File: src/rtl/cpu_pkg.sv
// Shared types and field positions for the multi-cycle sequencer.
// Imported by the decoder and by the controller top.
package cpu_pkg;

    typedef enum logic [3:0] {
        OP_ADD_A  = 4'h0,
        OP_MOV_AB = 4'h1,
        OP_IN_A   = 4'h2,
        OP_MOV_AI = 4'h3,
        OP_MOV_BA = 4'h4,
        OP_ADD_B  = 4'h5,
        OP_IN_B   = 4'h6,
        OP_MOV_BI = 4'h7,
        OP_NOP_8  = 4'h8,
        OP_OUT_B  = 4'h9,
        OP_NOP_A  = 4'hA,
        OP_OUT_I  = 4'hB,
        OP_NOP_C  = 4'hC,
        OP_NOP_D  = 4'hD,
        OP_JNC    = 4'hE,
        OP_JMP    = 4'hF
    } opcode_e;

    typedef enum logic [1:0] {
        SEL_A    = 2'b00,
        SEL_B    = 2'b01,
        SEL_IN   = 2'b10,
        SEL_ZERO = 2'b11
    } sel_e;

    typedef enum logic {
        FETCH = 1'b0,
        EXEC  = 1'b1
    } phase_e;

    localparam int OPC_W   = 4;
    localparam int IMM_LSB = 0;

    localparam int LD_A   = 0;
    localparam int LD_B   = 1;
    localparam int LD_OUT = 2;
    localparam int LD_W   = 3;

    // Opcode sits directly above the immediate field.
    function automatic int opc_lsb(input int data_w);
        return data_w;
    endfunction

endpackage

File: src/rtl/cpu_ctrl_insn_decode.sv
// Combinational opcode decoder: operand select, load vector
// and jump control for the EXEC cycle.
module insn_decode
    import cpu_pkg::*;
(
    input  opcode_e          opcode,
    input  logic             cf,
    output sel_e             sel,
    output logic [LD_W-1:0]  ld,
    output logic             is_add,
    output logic             is_jmp,
    output logic             jmp_taken
);

    always_comb begin
        sel       = SEL_ZERO;
        ld        = '0;
        is_add    = 1'b0;
        is_jmp    = 1'b0;
        jmp_taken = 1'b0;
        unique case (opcode)
            OP_ADD_A: begin
                sel       = SEL_A;
                ld[LD_A]  = 1'b1;
                is_add    = 1'b1;
            end
            OP_MOV_AB: begin
                sel       = SEL_B;
                ld[LD_A]  = 1'b1;
            end
            OP_IN_A: begin
                sel       = SEL_IN;
                ld[LD_A]  = 1'b1;
            end
            OP_MOV_AI: begin
                sel       = SEL_ZERO;
                ld[LD_A]  = 1'b1;
            end
            OP_MOV_BA: begin
                sel       = SEL_A;
                ld[LD_B]  = 1'b1;
            end
            OP_ADD_B: begin
                sel       = SEL_B;
                ld[LD_B]  = 1'b1;
                is_add    = 1'b1;
            end
            OP_IN_B: begin
                sel       = SEL_IN;
                ld[LD_B]  = 1'b1;
            end
            OP_MOV_BI: begin
                sel       = SEL_ZERO;
                ld[LD_B]  = 1'b1;
            end
            OP_OUT_B: begin
                sel        = SEL_B;
                ld[LD_OUT] = 1'b1;
            end
            OP_OUT_I: begin
                sel        = SEL_ZERO;
                ld[LD_OUT] = 1'b1;
            end
            // JNC looks at the flag as it stood before this EXEC.
            OP_JNC: begin
                is_jmp    = 1'b1;
                jmp_taken = ~cf;
            end
            OP_JMP: begin
                is_jmp    = 1'b1;
                jmp_taken = 1'b1;
            end
            OP_NOP_8, OP_NOP_A, OP_NOP_C, OP_NOP_D: begin
            end
        endcase
    end

endmodule

File: src/rtl/cpu_ctrl.sv
// Two-phase FETCH/EXEC sequencer: PC, IR, carry flag, halt
// detect and phase-gated register load enables.
module cpu_ctrl
    import cpu_pkg::*;
#(
    parameter int ADDR_W = 4,
    parameter int DATA_W = 4
) (
    input  logic                C,
    input  logic                n_rst,
    input  logic                en,
    input  logic [3+DATA_W:0]   insn,
    input  logic                alu_c,
    output logic [ADDR_W-1:0]   rom_addr,
    output logic [1:0]          sel,
    output logic [DATA_W-1:0]   imm,
    output logic                ld_a,
    output logic                ld_b,
    output logic                ld_out,
    output logic                phase,
    output logic                halted
);

    localparam int OPC_LSB = opc_lsb(DATA_W);

    phase_e              state;
    logic [ADDR_W-1:0]   pc;
    logic [3+DATA_W:0]   ir;
    logic                cf;
    logic                halt_q;

    opcode_e             opc;
    sel_e                dsel;
    logic [LD_W-1:0]     dld;
    logic                is_add;
    logic                is_jmp;
    logic                jmp_taken;

    logic [ADDR_W-1:0]   tgt;
    logic [ADDR_W-1:0]   pc_inc;
    logic                take;
    logic                self_loop;

    assign opc = opcode_e'(ir[OPC_LSB +: OPC_W]);

    insn_decode u_dec (
        .opcode    (opc),
        .cf        (cf),
        .sel       (dsel),
        .ld        (dld),
        .is_add    (is_add),
        .is_jmp    (is_jmp),
        .jmp_taken (jmp_taken)
    );

    assign tgt       = ADDR_W'(ir[IMM_LSB +: DATA_W]);
    assign pc_inc    = pc + ADDR_W'(1);
    assign take      = is_jmp & jmp_taken;
    assign self_loop = take & (tgt == pc);

    always_ff @(posedge C or negedge n_rst) begin
        if (!n_rst) begin
            state  <= FETCH;
            pc     <= '0;
            ir     <= '0;
            cf     <= 1'b0;
            halt_q <= 1'b0;
        end else begin
            unique case (state)
                FETCH: begin
                    if (en && !halt_q) begin
                        ir    <= insn;
                        state <= EXEC;
                    end
                end
                EXEC: begin
                    pc    <= take ? tgt : pc_inc;
                    cf    <= is_add ? alu_c : 1'b0;
                    state <= FETCH;
                    if (self_loop) begin
                        halt_q <= 1'b1;
                    end
                end
            endcase
        end
    end

    // sel/imm track the IR in both phases; only loads are gated.
    assign rom_addr = pc;
    assign sel      = dsel;
    assign imm      = ir[IMM_LSB +: DATA_W];
    assign phase    = (state == EXEC);
    assign ld_a     = phase & dld[LD_A];
    assign ld_b     = phase & dld[LD_B];
    assign ld_out   = phase & dld[LD_OUT];
    assign halted   = halt_q;

endmodule

File: config.mk
export PLATFORM = sky130hd
export DESIGN_NAME = cpu_ctrl
export DESIGN_NICKNAME = d
export VERILOG_FILES = /design/src/rtl/cpu_pkg.sv /design/src/rtl/cpu_ctrl_insn_decode.sv /design/src/rtl/cpu_ctrl.sv
export SDC_FILE = /design/constraint.sdc
export NUM_CORES = 1
export LEC_CHECK = 0
export CORE_MARGIN = 3
export CORE_UTILIZATION = 40
export DETAILED_ROUTE_END_ITERATION = 6
export PLACE_DENSITY = 0.83
export REMOVE_ABC_BUFFERS = 1
export SLEW_MARGIN = 5
export SYNTH_ARGS = -nofsm -noshare
export SYNTH_HDL_FRONTEND = slang
export SYNTH_SLANG_ARGS = --single-unit
export TNS_END_PERCENT = 20
File: constraint.sdc
create_clock -name C -period 1.1 [get_ports C]
set_input_delay 0.165 -clock C [delete_from_list [all_inputs] [get_ports C]]
set_output_delay 0.165 -clock C [all_outputs]
set_load 0.05 [all_outputs]
==> flow_metrics.env <==
export IMPL_postRouteAntennaNets=0
export IMPL_cts_tree="done"
export IMPL_crit_required_ps=940
export IMPL_r2r_start="ir[6]"
export IMPL_route_vias_total=779
export IMPL_routabilityCongestion=0.879
export IMPL_multi_input_area_um2=489
export IMPL_wl_per_cell_um=17.2
export IMPL_cp_top_family="flip-flops"
export IMPL_clk_pin_slew_ps=100
export IMPL_p_int_mw=3.02
export IMPL_combinationalPowerShare=0.717
export IMPL_gr_usage_all_layers=0.185
export IMPL_rr_endpoint="cf"
export IMPL_crit_path_max_fanout=3
export IMPL_final_cells=148
export IMPL_critPathLaunchType="register"
export IMPL_endpoint_kind="output pin"
export IMPL_worstSetupPathType="register to output pin"
export IMPL_cts_made_buffers=3
export IMPL_first_iter_violations=20
export IMPL_fin_crit_ps=1470
export IMPL_status="complete, but fails checks"
export IMPL_htreeDepth=1
export IMPL_fill_cells=103
export IMPL_hold_viol_final=0
export IMPL_path_depth=3
export IMPL_grt_pass1_wl_um=3670
export IMPL_path_buf_inv=1
export IMPL_num_rows=16
export IMPL_rsz0062_at_grt="yes"
export IMPL_clockPowerShare=0.060
export IMPL_dr_pass1_iters=4
export IMPL_fin_tns_setup_ps=-6030
export IMPL_core_area_um2=1980
export IMPL_clock_sinks=15
export IMPL_totalWireLength_um=2550
export IMPL_violations="setup timing"
export IMPL_hp_class="input port to asynchronous set/reset pin"
export IMPL_yosysWarnings=0
export IMPL_ios=27
export IMPL_swShare=0.442
export IMPL_avgSynthCellArea_um2=11.4
export IMPL_leakagePower_nw=0.697
export IMPL_vias_per_cell=5.26
export IMPL_gr_total_overflow=0
export IMPL_finClkSkew_ps=6.64
export IMPL_maxClockFrequency_mhz=678
export IMPL_slowest_delay_ps=420
export IMPL_synth_cell_types=35
export IMPL_setup_violations=27
export IMPL_fin_nets=135
export IMPL_slew_violations=0
export IMPL_cts_path_max_buffers=2
export IMPL_reg2regPathDepth=6
export IMPL_drive_gt1_frac=0.587
export IMPL_mappedNetlistArea_um2=846
export IMPL_die_width_um=52.0
export IMPL_worst_slack_ps=-374
export IMPL_fp_dieH_um=52.0
export IMPL_root_buffer="clkbuf_4"
export IMPL_seqCellArea_um2=382
export IMPL_r2r_setup_slack_ps=-360
export IMPL_async_reset_ff_frac=1.00
export IMPL_worst_ep_arrival_time_ps=1310
export IMPL_drv_cap=0
export IMPL_clk_insertion_delay_late_ps=280
export IMPL_tightest_slew_ps=222
export IMPL_synth_edf_count=0
export IMPL_drc=0
export IMPL_power_switching_mw=2.40
export IMPL_antenna_found_initial=0
export IMPL_grt_start_max_net_pins=16
export IMPL_place_hpwl_um=1530
export IMPL_ir_drop_uv=2550
export IMPL_ys_ff_latch=15
export IMPL_synthFlopType="dfrtp_1"
export IMPL_start_util=0.427
export IMPL_powerDensity_nw_per_um2=3420
export IMPL_seqPwrFrac=0.223
export IMPL_cp_cell_sequence="or2b_1, a21o_2, buf_8"
export IMPL_die_area_um2=2700
export IMPL_syn2layout_area_growth_pct=87.4
export IMPL_io_buffers=26
export IMPL_diodes=0
export IMPL_synthCells=74
export IMPL_grt_pass1_vias=793
export IMPL_ys_seq_area_frac=0.444
export IMPL_max_slew_margin_rel=0.850
export IMPL_place_inst=137
export IMPL_slowest_stage="dfrtp_1"
export IMPL_finalCritPeriodShare=1.34
-- layout by cell type, fill, tap and decap left out, types with 2 or more instances in the layout --
| cell | Yosys | final |
|---|---|---|
| or2b_1 | 2 | 2 |
| buf_8 | 0 | 2 |
| nor3b_4 | 0 | 2 |
| mux2_2 | 9 | 3 |
| clkdlybuf4s50_1 | 0 | 11 |
| inv_1 | 4 | 3 |
| xor2_1 | 4 | 4 |
| o311ai_1 | 1 | 2 |
| clkbuf_4 | 0 | 3 |
| buf_4 | 5 | 12 |
| buf_12 | 0 | 13 |
| mux2_4 | 0 | 6 |
| buf_6 | 3 | 13 |
| nand2_1 | 3 | 3 |
| dfrtp_1 | 15 | 10 |
| dfrtp_2 | 0 | 5 |
-- cell type report --
cell class              instances  share of cell area
clock buffers                   4              0.0166
inverters                       4              0.0110
repair buffers                 51               0.402
multi-input cells              47               0.309
flip-flops and latches         15               0.241
well taps                      27              0.0213
-- synthesized netlist by cell type, drive strengths merged (2+ instances only) --
cell,n,area (um2)
dfrtp,15,375
mux2,9,101
buf,8,71.3
inv,4,15.0
xor2,4,35.0
nand2,3,11.3
nor3,3,15.0
and3,2,13.8
nor3b,2,20.0
o311ai,2,17.5
or2b,2,15.0
-- metal layers --
layer	global-route usage	share of wire	wire (um)
met5	0	0	0
met4	0.0742	0.0043	11
met3	0.0401	0.055	140
met2	0.312	0.52	1330
met1	0.227	0.42	1060
-- sequential cells by signal, summed over array words and instances (netlist names) --
register  count
ir            8
rom_addr      4
cf            1
halted        1
phase         1
-- stage by stage --
stage          total power, mW   util  instance area (um2)  setup WS [ps]  hold WS (ps)
5_1_grt                   5.68  0.800                 1590           -419           232
2_1_floorplan             2.62      -                  774          -1250          -131
4_1_cts                   4.99  0.749                 1490           -334           211
3_3_place_gp              4.12  0.670                 1330           -295           493
6_report                  5.43  0.800                 1590           -374           217
3_5_place_dp              4.19  0.670                 1330           -328           512
-- worst max path at each step --
stage	end	from	slack, ps
2_1_floorplan	ld_b	phase	-1250
3_3_place_gp	ir[0]	en	-300
3_5_place_dp	ir[1]	en	-330
4_1_cts	sel[1]	ir[6]	-330
5_1_grt	sel[1]	ir[6]	-420
6_report	sel[1]	ir[6]	-370
-- power by group through the flow --
stage | combinational, mW | sequential, mW | clock, mW
6_report | 3.89 | 1.21 | 0.325
3_5_place_dp | 3.06 | 1.13 | 0
5_1_grt | 4.07 | 1.25 | 0.357
3_3_place_gp | 3.01 | 1.11 | 0
4_1_cts | 3.52 | 1.15 | 0.317
2_1_floorplan | 0.953 | 1.67 | 0
-- kinds of logic after synthesis --
kind of cell | count (synthesis) | synth area share
flip-flops | 15 | 0.444
AO/OA/AOI/OAI | 11 | 0.109
buffers and inverters | 12 | 0.102
XOR/XNOR | 5 | 0.0518
multiplexers | 9 | 0.120
AND/OR/NAND/NOR | 21 | 0.158
adder cells (fa/ha/maj) | 1 | 0.0148
-- repair_timing --
item	in CTS	in global routing
gates resized for setup	30	17
buffers inserted	5	3
hold buffers	0	0
pin swaps	3	4
setup endpoints to repair	28	27
gates cloned	0	0
No activity file was read; power rests on OpenSTA's default activity.
